<file path="src/rtl/munoc_write_request_packetizer.sv">
// munoc_write_request_packetizer: packs an AXI AW+W write request into header and beat flits on an FNI link
module munoc_write_request_packetizer #(
  parameter int BW_FLIT    = 32,
  parameter int BW_ADDR    = 32,
  parameter int BW_DATA    = 32,
  parameter int BW_ID      = 4,
  parameter int BW_NODE_ID = 4
) (
  input  logic                    clk,
  input  logic                    rstnn,
  input  logic [BW_NODE_ID-1:0]   src_node_id,
  input  logic [BW_NODE_ID-1:0]   awdst_node_id,
  input  logic                    awvalid,
  output logic                    awready,
  input  logic [BW_ID-1:0]        awid,
  input  logic [BW_ADDR-1:0]      awaddr,
  input  logic [7:0]              awlen,
  input  logic [2:0]              awsize,
  input  logic [1:0]              awburst,
  input  logic                    wvalid,
  output logic                    wready,
  input  logic [BW_DATA-1:0]      wdata,
  input  logic [BW_DATA/8-1:0]    wstrb,
  input  logic                    wlast,
  output logic [BW_FLIT+2:0]      fni_link,
  input  logic                    fni_ready,
  output logic                    protocol_error
);
  localparam int NB         = BW_DATA / 8;
  localparam int HDR_W      = 1 + 2 * BW_NODE_ID + BW_ID + BW_ADDR + 8 + 3 + 2;
  localparam int HDR_FLITS  = (HDR_W + BW_FLIT - 1) / BW_FLIT;
  localparam int HP         = HDR_FLITS * BW_FLIT;
  localparam int BEAT_W     = 9 * NB;
  localparam int BEAT_FLITS = (BEAT_W + BW_FLIT - 1) / BW_FLIT;
  localparam int BP         = BEAT_FLITS * BW_FLIT;
  localparam int MAXF       = HDR_FLITS > BEAT_FLITS ? HDR_FLITS : BEAT_FLITS;
  localparam int IW         = $clog2(MAXF + 1);

  typedef enum logic [1:0] {IDLE, HDR, WCAP, WSEND} state_t;

  state_t              state, state_d;
  logic                alive;
  logic [HP-1:0]       hdr_sr;
  logic [BP-1:0]       beat_sr;
  logic [IW-1:0]       idx;
  logic [7:0]          beat, len_q;
  logic [HDR_W-1:0]    hdr_vec;
  logic [BEAT_W-1:0]   beat_vec;
  logic                aw_hs, w_hs, flit_valid, fire, hdr_last, beat_last, pkt_last;

  assign hdr_vec = {1'b1, awdst_node_id, src_node_id, awid, awaddr, awlen, awsize, awburst};

  // byte 0 lands at the MSB end, each byte carrying its strobe bit on top
  always_comb begin
    beat_vec = '0;
    for (int i = 0; i < NB; i++) beat_vec[BEAT_W-1-9*i -: 9] = {wstrb[i], wdata[8*i +: 8]};
  end

  always_comb begin
    awready    = alive && state == IDLE;
    wready     = state == WCAP;
    flit_valid = state == HDR || state == WSEND;
    aw_hs      = awvalid && awready;
    w_hs       = wvalid && wready;
    fire       = flit_valid && fni_ready;
    hdr_last   = idx == IW'(HDR_FLITS - 1);
    beat_last  = idx == IW'(BEAT_FLITS - 1);
    pkt_last   = beat == len_q;
    fni_link   = {flit_valid,
                  state == HDR && idx == '0,
                  state == WSEND && beat_last && pkt_last,
                  state == HDR ? hdr_sr[HP-1 -: BW_FLIT] : state == WSEND ? beat_sr[BP-1 -: BW_FLIT] : {BW_FLIT{1'b0}}};
    state_d    = state == IDLE ? (aw_hs ? HDR : IDLE) :
                 state == HDR  ? (fire && hdr_last ? WCAP : HDR) :
                 state == WCAP ? (w_hs ? WSEND : WCAP) :
                                 (fire && beat_last ? (pkt_last ? IDLE : WCAP) : WSEND);
  end

  always_ff @(posedge clk or negedge rstnn) begin
    if (!rstnn) begin
      state          <= IDLE;
      alive          <= 1'b0;
      hdr_sr         <= '0;
      beat_sr        <= '0;
      idx            <= '0;
      beat           <= '0;
      len_q          <= '0;
      protocol_error <= 1'b0;
    end else begin
      state <= state_d;
      alive <= 1'b1;
      if (aw_hs) begin
        hdr_sr <= HP'(hdr_vec) << (HP - HDR_W);
        len_q  <= awlen;
        beat   <= '0;
        idx    <= '0;
      end
      if (w_hs) begin
        beat_sr        <= BP'(beat_vec) << (BP - BEAT_W);
        protocol_error <= protocol_error | ((beat == len_q) != wlast);
      end
      if (fire && state == HDR) begin
        hdr_sr <= hdr_sr << BW_FLIT;
        idx    <= hdr_last ? '0 : idx + 1'b1;
      end
      if (fire && state == WSEND) begin
        beat_sr <= beat_sr << BW_FLIT;
        idx     <= beat_last ? '0 : idx + 1'b1;
        if (beat_last && !pkt_last) beat <= beat + 8'd1;
      end
    end
  end
endmodule

</file>
<file path="config.mk">
export PLATFORM = sky130hd
export DESIGN_NAME = munoc_write_request_packetizer
export DESIGN_NICKNAME = d
export VERILOG_FILES = /design/src/rtl/munoc_write_request_packetizer.sv
export SDC_FILE = /design/constraint.sdc
export NUM_CORES = 1
export LEC_CHECK = 0
export CAP_MARGIN = 20
export CORE_MARGIN = 2
export CORE_UTILIZATION = 44
export DETAILED_ROUTE_END_ITERATION = 16
export GPL_ROUTABILITY_DRIVEN = 0
export PLACE_DENSITY = 0.86
export RECOVER_POWER = 25
export SLEW_MARGIN = 10
export SYNTH_ARGS = -nofsm -noshare
export SYNTH_HDL_FRONTEND = slang
export SYNTH_SLANG_ARGS = --single-unit
export TNS_END_PERCENT = 30
</file>
<file path="constraint.sdc">
create_clock -name clk -period 1.5 [get_ports clk]
set_clock_uncertainty 0.05 [all_clocks]
set_input_delay 0.3 -clock clk [delete_from_list [all_inputs] [get_ports clk]]
set_output_delay 0.3 -clock clk [all_outputs]
set_load 0.03 [all_outputs]
</file>
After elaboration in Yosys (flattened, before gate mapping)
Cells that the tools add are included.

operators by class
  bitwise gates (word level) = 1
  $lt $le $gt $ge = 0
  reductions and logical operators = 18
  divide/modulo/power cells = 0
  shift-type cells = 0
  muxes and demuxes = 21
  add/sub/neg operators = 2
  equality and inequality tests = 6
  multiply operators = 0

operators with widths
  cell                                            count
  two-way mux 64 bit                              4
  two-way mux 32 bit                              2
  two-way mux 8 bit                               3
  two-way mux 2 bit                               10
  logical AND 1 bit                               11
  adder 8 x 1 -> 8 bit (second input constant)    1
  == test 8 bit                                   1
  == test 2 x 1 -> 1 bit (second input constant)  2
  == test 2 bit (second input constant)           2
  logical NOT 2 bit                               2
  nonzero test 2 bit                              2
  nonzero test 3 bit                              1
  adder 2 x 1 -> 2 bit (second input constant)    1
  two-way mux 1 bit                               2
  logical NOT 1 bit                               1
  logical OR 1 bit                                1
  inequality test 1 bit                           1
  bitwise OR 1 bit                                1

storage, ports and cells
  output and inout bits = 38
  bits in writable memories = 0
  latch bits = 0
  bits in read-only memories = 0
  register bits = 150
  memories kept = 0

Longest topological paths before layout
Gate-level depths: netlist (run 1).

  depth in word-level cells = 8
  depth in mapped cells = 8

Worst setup path after synthesis (run 1)
OpenSTA, ideal clock, no wires.

  path type = flip-flop to output port
  start point = reg state[1]
  end point = out fni_link[33]
  cell stages (with the launch flop) = 5
  slack = -0.768 ns
  data arrival time = 1.918 ns
  path through = dfrtp_1 buf_2 buf_2 buf_2 nor4b_1

on the way
  longest elaborated chain between the ends = 2

RTL lines
  element                 RTL line  text
  start, declared         41        state_t state, state_d;
  start signal, assigned  90        state <= state_d;
  == test 2 x 1 -> 1 bit  70        state == HDR && idx == '0,
  logical AND 1 bit       70
  end, declared           25        output logic [BW_FLIT+2:0] fni_link,

No other way between the ends.

Worst setup path in the final report (run 1)
  start point = reg beat[7]
  end point = out fni_link[32]

on the way
  longest elaborated chain between the ends = 2

RTL lines
  element                 RTL line  text
  start, declared         46        logic [7:0] beat, len_q;
  start signal, assigned  109       if (beat_last && !pkt_last) beat <= beat + 8'd1;
  == test 8 bit           68        pkt_last = beat == len_q;
  logical AND 1 bit       71        state == WSEND && beat_last && pkt_last,

No other way between the ends.

==> impl_metrics.ini, run 1 <==
[global_routing]
grt_max_degree = 84
antenna_found_initial = 0
track_usage_pct = 31.7
grt_pass1_wl_mm = 30.7
grt_overflow_total = 0
grt_pass1_vias = 5443

[synth]
ys_async_sr_fraction_pct = 100
yosys-top-cells-area = dfrtp_1, nand2_1, mux2i_1
synth_top_area_cell = dfrtp_1
synth_ff_type = dfrtp_1
synth_top_cell_area_share_pct = 54.9
yosys_warnings = 0
ys_ff_latch = 116
synth_fp_nets = 624
synth.avg_cell_area_sq_um = 10.1
synth_cells = 524
synth_edf_count = 0
netlist_area_sq_um = 5280
yosysSeqAreaShare_pct = 54.9
synth_cell_types = 42

[die]
die-area_sq_um = 12900
start_util_pct = 44.5
io_pins = 137
die_h_microns = 114
num_rows = 40
core-area_sq_um = 11900
die_w_microns = 114

[pwr]
total_power_mw = 20.3
power_density_nw_per_um2 = 2190
vdd_drop_max_mv = 1.10
leakage_nw = 4.35

[worst_setup_path]
crit_required_ns = 1.15
worstReg2RegStart = state[1]
end_kind = output pin
startpoint = beat[7]
crit_type = flip-flop to output pin
crit_fanout = 2
cp.arrival_ns = 1.98
start_kind = flip-flop

[place]
hpwl_mm = 10.4
io_buffers = 136
placed_area_sq_um = 7190
pre_cts_ws_ns = -0.567

[sta]
setup_viol_count_final = 152
relSlewSlack_pct = 44.9
fin_crit_sh_pct = 155
rsz0062_at_grt = yes
report.final.hold_viol_count = 0
holdWs_ns = 0.156
period_minus_slack_ns = 2.33
fin_ws_ns = -0.827
slew_viol_final = 0
fmax_ghz = 0.430
tightest_slew_ns = 0.827

[clock_tree]
h-tree-depth = 4
cts.sinks = 116
clk_path_buf_depth = 2
cts_tree = done
cts_root_buf = clkbuf_16
cts_buffers = 17
insertion_delay_ns = 0.43
path_clk_slew_ns = 0.06

[detailed_routing]
drtAntennaViolNets = 0
viasPerCell = 6.41
num_vias = 5612
wl_per_cell_microns = 27.6
drt_iter0_drc = 674
drt_pre_antenna_iters = 7
drc = 0
wl_mm = 24.1

[layout]
fin_area_sq_um = 9270
nNetsFinal = 815
fillers = 579
layout-drive-gt1-share_pct = 38.9
area_growth_pct = 75.4
final_core_util_pct = 78.2
n_antenna_cell = 0

[flow_run]
maxCapViolations = 0

[worst_hold_path]
worst_hold_path_type = primary input to asynchronous set/reset pin

[status]
violations = negative setup slack
outcome = complete, but fails checks
## cell families (layout without fill, tap and decap cells)
logic type / Yosys count / after routing / synth area share, %
flip-flops: 116 / 116 / 54.9
other: 1 / 1 / 0.0710
adder cells (fa/ha/maj): 1 / 1 / 0.237
buffers and inverters: 44 / 246 / 3.84
AO/OA/AOI/OAI: 74 / 74 / 11.0
XOR/XNOR: 11 / 11 / 1.82
multiplexers: 37 / 37 / 7.10
AND/OR/NAND/NOR: 240 / 242 / 21.0
## through the flow
step           TNS, ns  instances
2_1_floorplan   -19.23        524
3_3_place_gp    -37.73        810
3_5_place_dp    -45.25        810
4_1_cts         -36.07        862
5_1_grt         -65.94        875
6_report        -61.35        875
## cell type report
type                       count  area (sq um)  share of cell area (%)
timing repair buffer         209          2440                    26.3
tap                          147           184                    1.98
sequential                   116          2910                    31.3
clock inverter                 8           119                    1.28
clock buffer                  24           522                    5.63
inverter                       5          18.8                   0.202
multi-input combinational    366          3080                    33.2
## cells in the mapped netlist (all sizes together), types with 2 or more instances
master and count:
a211oi 2, a21oi 4, a22o 32, a22oi 25, and2 5, buf 25
clkbuf 14, dfrtp 116, inv 5, mux2i 36, nand2 152, nand3 32
nor2 7, nor2b 32, nor4 3, o21ai 4, o22ai 3, xnor2 2
xor2 9
## state kept, by name, summed over array words and instances (netlist names)
name,flops
beat,8
state,2
len_q,8
alive,1
protocol_error,1
beat_sr,36
hdr_sr,58
idx,2
## timing repair
action | CTS | global route
resized for setup | 106 | 126
pin swaps | 18 | 32
setup buffers | 12 | 14
cloned | 8 | 6
endpoints found under the setup margin | 152 | 152
endpoints found under the hold margin | 116 | 0
hold buffers | 1 | 0
## power by group
part,leakage (nW),internal (mW),total [mW],switching (mW)
logic,2.52,5.02,10.1,5.09
clock network,0.322,2.92,4.50,1.59
registers,1.51,4.35,5.71,1.36
## layer usage
layer  GRT usage [%]  up-vias  share of wire, %  routed length [microns]
met3            8.77      152                11                     2660
li1                -     2169                 -                        -
met4            17.8        0               6.5                     1580
met5               0        -                 0                        0
met1            38.3     2763                35                     8500
met2            51.7      528                47                    11400
## layout by cell type, fill, tap and decap left out, types with 10 or more instances in the layout
master | Yosys | layout
buf_6 | 1 | 45
clkbuf_16 | 0 | 23
nor2b_2 | 0 | 10
buf_12 | 0 | 19
nor2b_4 | 0 | 20
clkdlybuf4s50_1 | 0 | 97
nand2_2 | 1 | 23
nand3_1 | 32 | 24
buf_4 | 1 | 29
a22o_1 | 32 | 32
dfrtp_1 | 116 | 114
mux2i_4 | 0 | 24
a22oi_1 | 25 | 20
nand2_4 | 0 | 10
nand2_1 | 151 | 117
## critical path: stages (launching register included)
cell	delay, ns
dfrtp_1	0.42
xor2_2	0.21
nor4_4	0.37
and2_4	0.23
nand2_4	0.06
nor2_4	0.13
buf_12	0.13
## final timing paths
check                                 endpoint  depth (start not counted)  slack [ns]
worst max register to register      hdr_sr[39]                          9       -0.53
worst min register to register  protocol_error                          1        0.42
worst max-delay path              fni_link[32]                          6       -0.83
max in group asynchronous             state[1]                          3        0.17
worst min-delay path                hdr_sr[32]                          2        0.16
min in group clk                    hdr_sr[28]                          3        0.35
No activity file was read; power rests on OpenSTA's default activity.
==> inputs of run 2 (changes only) <==
--- a/config.mk
+++ b/config.mk
@@ -5,9 +5,9 @@
 export SDC_FILE = /design/constraint.sdc
 export NUM_CORES = 1
 export LEC_CHECK = 0
-export CAP_MARGIN = 20
 export CORE_MARGIN = 2
 export CORE_UTILIZATION = 44
+export CTS_CLUSTER_DIAMETER = 30
 export DETAILED_ROUTE_END_ITERATION = 16
 export GPL_ROUTABILITY_DRIVEN = 0
 export PLACE_DENSITY = 0.86
==> constraint.sdc (replaced) <==
create_clock -name clk -period 2 [get_ports clk]
set_clock_uncertainty 0.05 [all_clocks]
set_input_delay 0.4 -clock clk [delete_from_list [all_inputs] [get_ports clk]]
set_output_delay 0.4 -clock clk [all_outputs]
set_load 0.03 [all_outputs]
==> impl_metrics.ini, run 2 (same netlist as run 1, synthesis figures left out) <==
[global_routing]
antenna_found_initial = 0
grt_max_degree = 63
grt_pass1_wl_mm = 23.1
grt_pass1_vias = 4629
track_usage_pct = 23.0
grt_overflow_total = 0

[detailed_routing]
drc = 0
num_vias = 4433
drt_pre_antenna_iters = 5
drt_iter0_drc = 310
viasPerCell = 5.32
wl_mm = 14.5
drtAntennaViolNets = 0
wl_per_cell_microns = 17.4

[clock_tree]
clk_path_buf_depth = 2
cts_root_buf = clkbuf_16
path_clk_slew_ns = 0.05
cts_buffers = 17
h-tree-depth = 4
insertion_delay_ns = 0.40
cts_tree = done
cts.sinks = 116

[layout]
n_antenna_cell = 0
multiInputGateArea_sq_um = 2210
final_core_util_pct = 63.6
top_regs = hdr_sr (58), beat_sr (36)
area_growth_pct = 42.8
layout-drive-gt1-share_pct = 17.3
top_register = hdr_sr
ff_latch_area_sq_um = 2900
nNetsFinal = 773
largest_reg_flops = 58
final_cell_mix = nand2_1, dfrtp_1, clkdlybuf4s50_1
final_cells = 833
fillers = 919
final_common_cell = nand2_1
fin_area_sq_um = 7540

[worst_setup_path]
worstReg2RegStart = idx[0]
reg2reg_to = beat[7]
crit_type = flip-flop to output pin
worstRegToRegCells = 5
crit_required_ns = 1.55
crit_fanout = 2
reg2reg_slack_ns = 0.13
cp.arrival_ns = 1.83
start_kind = flip-flop
end_kind = output pin

[die]
die_h_microns = 114
num_rows = 40
die-area_sq_um = 12900
start_util_pct = 44.5
io_pins = 137
die_w_microns = 114
core-area_sq_um = 11900

[sta]
fin_crit_sh_pct = 114
tightest_slew_ns = 0.836
setup_viol_count_final = 20
report.final.hold_viol_count = 0
slew_viol_final = 0
rsz0062_at_grt = yes
period_minus_slack_ns = 2.28
relSlewSlack_pct = 44.3
tns_ns = -0.727
fmax_ghz = 0.438
fin_ws_ns = -0.281

[status]
outcome = complete, but fails checks
violations = negative setup slack

[pwr]
vdd_drop_max_mv = 0.610
power_density_nw_per_um2 = 1510
leakage_nw = 3.81

[place]
hpwl_mm = 9.68
io_buffers = 136
placed_area_sq_um = 6850
dp.cells = 793

[worst_hold_path]
worst_hold_path_type = primary input to asynchronous set/reset pin

[flow_run]
maxCapViolations = 0
## run 2: stage by stage
step | total power, mW | worst slack [ns] | hold WS [ns]
6_report | 11.4 | -0.281 | 0.308
3_3_place_gp | 8.04 | -0.0718 | 0.162
2_1_floorplan | 6.64 | -0.110 | 0.0544
4_1_cts | 11.3 | -0.324 | 0.283
5_1_grt | 12.0 | -0.368 | 0.309
3_5_place_dp | 8.26 | -0.237 | 0.164
## run 2: worst max path at each step
stage                   start      endpoint  slack [ns]
finish               len_q[6]  fni_link[32]       -0.28
global route          beat[7]  fni_link[32]       -0.37
CTS                  len_q[0]  fni_link[32]       -0.32
detailed placement  fni_ready       beat[7]       -0.24
global placement    fni_ready       beat[7]       -0.07
floorplan             beat[6]  fni_link[32]       -0.11
## run 2: layout make-up
type | instances | share of cell area (%)
clock inverters | 9 | 1.03
well taps | 147 | 2.44
repair buffers | 169 | 22.0
inverters | 5 | 0.249
clock buffers | 23 | 6.47
multi-input cells | 364 | 29.3
flip-flops and latches | 116 | 38.5
## run 2: worst max-delay path, stage by stage (launching register included)
cell	delay [ns]
dfrtp_1	0.38
xor2_1	0.18
nor4_2	0.37
and2_4	0.23
nand2_4	0.05
nor2_4	0.08
buf_6	0.13
## run 2: where the power goes
part | switching, mW | internal [mW]
sequential | 0.600 | 3.27
clock | 0.999 | 1.83
combinational | 2.56 | 2.16
## run 2: metal layers
| metal | GRT usage, % | share of wire, % | up-vias |
|---|---|---|---|
| met5 | 0 | 0 | - |
| met4 | 8.05 | 1.1 | 0 |
| met3 | 4.73 | 5.5 | 12 |
| met2 | 38.6 | 51 | 153 |
| met1 | 30.0 | 43 | 2188 |
| li1 | - | - | 2080 |
## run 2: repair_timing
item,in CTS,in global routing
gates resized for setup,12,8
pin swaps,4,2
hold buffers,1,0
gates cloned,1,1
setup buffers,5,0
endpoints found under the setup margin,34,33
hold endpoints to repair,54,0
==> inputs of run 3 (changes only) <==
--- a/config.mk
+++ b/config.mk
@@ -5,6 +5,7 @@
 export SDC_FILE = /design/constraint.sdc
 export NUM_CORES = 1
 export LEC_CHECK = 0
+export ABC_AREA = 1
 export CORE_MARGIN = 2
 export CORE_UTILIZATION = 44
 export CTS_CLUSTER_DIAMETER = 30
==> impl_metrics.ini, run 3 <==
[status]
outcome = complete, but fails checks
violations = negative setup slack

[detailed_routing]
drtAntennaViolNets = 0
drt_pre_antenna_iters = 5
viasPerCell = 5.56
drt_iter0_drc = 434
wl_per_cell_microns = 19.6
drc = 0
wl_mm = 18.8
num_vias = 5335

[layout]
top_regs = hdr_sr (58), beat_sr (36)
n_antenna_cell = 0
largest_reg_flops = 58
fillers = 785
final_common_cell = nand2_1
top_register = hdr_sr
area_growth_pct = 59.4
nNetsFinal = 899
final_cell_mix = nand2_1, dfrtp_1, clkdlybuf4s50_1
layout-drive-gt1-share_pct = 25.0

[global_routing]
grt_max_degree = 47
grt_pass1_vias = 5283
grt_pass1_wl_mm = 27.8
grt_overflow_total = 0
antenna_found_initial = 0
track_usage_pct = 27.9

[pwr]
internal-power_mw = 6.58
power_density_nw_per_um2 = 1160
swShare_pct = 33.6
pwr-share-comb_pct = 36.7
p_sw_mw = 3.33
total_power_mw = 9.91
p_clk_share_pct = 34.7
vdd_drop_max_mv = 0.716
seqPwrFrac_pct = 28.6
leakage_nw = 3.93

[die]
core-area_sq_um = 11900
die_w_microns = 114
die-area_sq_um = 13000
die_h_microns = 114
num_rows = 40
start_util_pct = 44.8
io_pins = 137

[sta]
period_minus_slack_ns = 2.34
fin_ws_ns = -0.337
setup_viol_count_final = 36
fmax_ghz = 0.428
relSlewSlack_pct = 41.2
slew_viol_final = 0
rsz0062_at_grt = yes
report.final.hold_viol_count = 0
holdWs_ns = 0.429
fin_crit_sh_pct = 117
tightest_slew_ns = 0.882

[clock_tree]
cts.sinks = 116
clk_path_buf_depth = 2
path_clk_slew_ns = 0.06
cts_tree = done
insertion_delay_ns = 0.41
cts_root_buf = clkbuf_16
cts_buffers = 17
h-tree-depth = 4

[synth]
ys_ff_latch = 116
synth_ff_type = dfrtp_1
synth_top_cell_area_share_pct = 54.4
yosys-top-cells-area = dfrtp_1, nand2_1, inv_1
synth_top_area_cell = dfrtp_1
synth_edf_count = 0
ys_async_sr_fraction_pct = 100
synth_fp_nets = 719
ys_top_cells_by_count = nand2_1, dfrtp_1, inv_1
synth.avg_cell_area_sq_um = 8.62
netlist_area_sq_um = 5340
synth_cell_types = 35
synth.most_common_cell = nand2_1
synth_cells = 619
yosys_warnings = 0
yosysSeqAreaShare_pct = 54.4

[worst_setup_path]
critPathTopFamily = simple AND/OR/NAND/NOR gates
start_kind = flip-flop
crit_required_ns = 1.55
cp_common_cell = nand2_1
max_stage_delay_ns = 0.43
cp_slowest_cell = dfrtp_1
crit_type = flip-flop to output pin
critPathBufInv = 2
end_kind = output pin
cp_cell_sequence = inv_2, nand2_1, nand2_1, nand3_2, nor2_2, nand2_2, nor4_4, buf_12
crit_fanout = 3
cp.arrival_ns = 1.89

[place]
io_buffers = 136
hpwl_mm = 10.2

[flow_run]
maxCapViolations = 0

[worst_hold_path]
worst_hold_path_type = flip-flop to flip-flop
-- run 3: cell types whose count changed after synthesis, moves of 13 or more --
cell / previous run / this run
a22o_1: 32 / 16
nand3_1: 32 / 9
nor2_1: 5 / 18
nor2b_1: 32 / 0
nand2_1: 151 / 187
mux2i_1: 36 / 0
o211ai_1: 0 / 26
a22oi_1: 25 / 0
inv_1: 5 / 91
o22ai_1: 3 / 28
o21ai_0: 4 / 53
-- run 3: cells by family (layout without fill, tap and decap cells) --
logic type      after synthesis  count (layout)  synth area share, %
buf+inv                     127             320                 10.5
compound gates              138             138                 16.0
flops                       116             116                 54.4
other cells                   1               1               0.0703
fa+ha+maj                     1               1                0.234
xor+xnor                      3               3                0.492
simple gates                233             233                 18.3
-- run 3: worst min-delay path: cells and delay by family (launching register included) --
| kind | cells | cell delay (ns) |
|---|---|---|
| AND/OR/NAND/NOR | 2 | 0.11 |
| flip-flops | 1 | 0.35 |
-- run 3: worst paths after layout --
check / from / to / slack, ns / cells after the start
setup reg to reg: state[0] / hdr_sr[53] / 0.04 / 8
hold reg to reg: hdr_sr[15] / hdr_sr[15] / 0.43 / 2
setup / recovery: beat[1] / fni_link[32] / -0.34 / 8
hold / removal: hdr_sr[15] / hdr_sr[15] / 0.43 / 2
min in group asynchronous: rstnn / hdr_sr[32] / 0.60 / 2
max in group asynchronous: rstnn / beat_sr[44] / 0.25 / 3
-- run 3: timing repair --
| item | CTS | global route |
|---|---|---|
| setup endpoints to repair | 34 | 39 |
| hold buffers | 1 | 0 |
| pin swaps | 3 | 15 |
| hold endpoints to repair | 31 | 0 |
| setup buffers | 8 | 20 |
| resized for setup | 101 | 45 |
| gates cloned | 6 | 1 |
-- run 3: power groups by stage --
stage / Sequential, mW / Combinational [mW] / Clock [mW]
floorplan: 2.83 / 1.39 / 0
global placement: 2.84 / 2.45 / 0
detailed placement: 2.86 / 2.49 / 0
CTS: 2.82 / 3.31 / 3.43
global route: 2.86 / 3.81 / 3.55
finish: 2.83 / 3.64 / 3.44
-- run 3: stage by stage --
stage | util (%) | setup slack [ns] | std cells | cell area [sq um] | setup TNS, ns
final | 71.4 | -0.337 | 959 | 8510 | -5.18
after detailed placement | 58.3 | 0.0756 | 896 | 6940 | 0
after global routing | 71.4 | -0.401 | 959 | 8510 | -6.73
after global placement | 58.3 | 0.140 | 896 | 6940 | 0
after floorplan | - | 0.0184 | 619 | 5340 | 0
after CTS | 69.6 | -0.203 | 943 | 8290 | -2.00
-- run 3: layer usage --
layer  GRT usage (%)  vias up  wire (microns)  share of wire [%]
li1                -     2357               -                  -
met2            47.6      295            9430                 50
met3            5.08       76            1210                6.4
met1            34.5     2607            7300                 39
met4            12.8        0             897                4.8
met5               0        -               0                  0
-- run 3: area by class of cell --
cell class	instances	area, sq um	area share, %
Multi-Input combinational cell	376	2270	26.7
Clock buffer	18	439	5.16
Clock inverter	14	225	2.65
Timing Repair Buffer	190	2100	24.7
Inverter	98	378	4.44
Sequential cell	116	2910	34.2
Tap cell	147	184	2.16
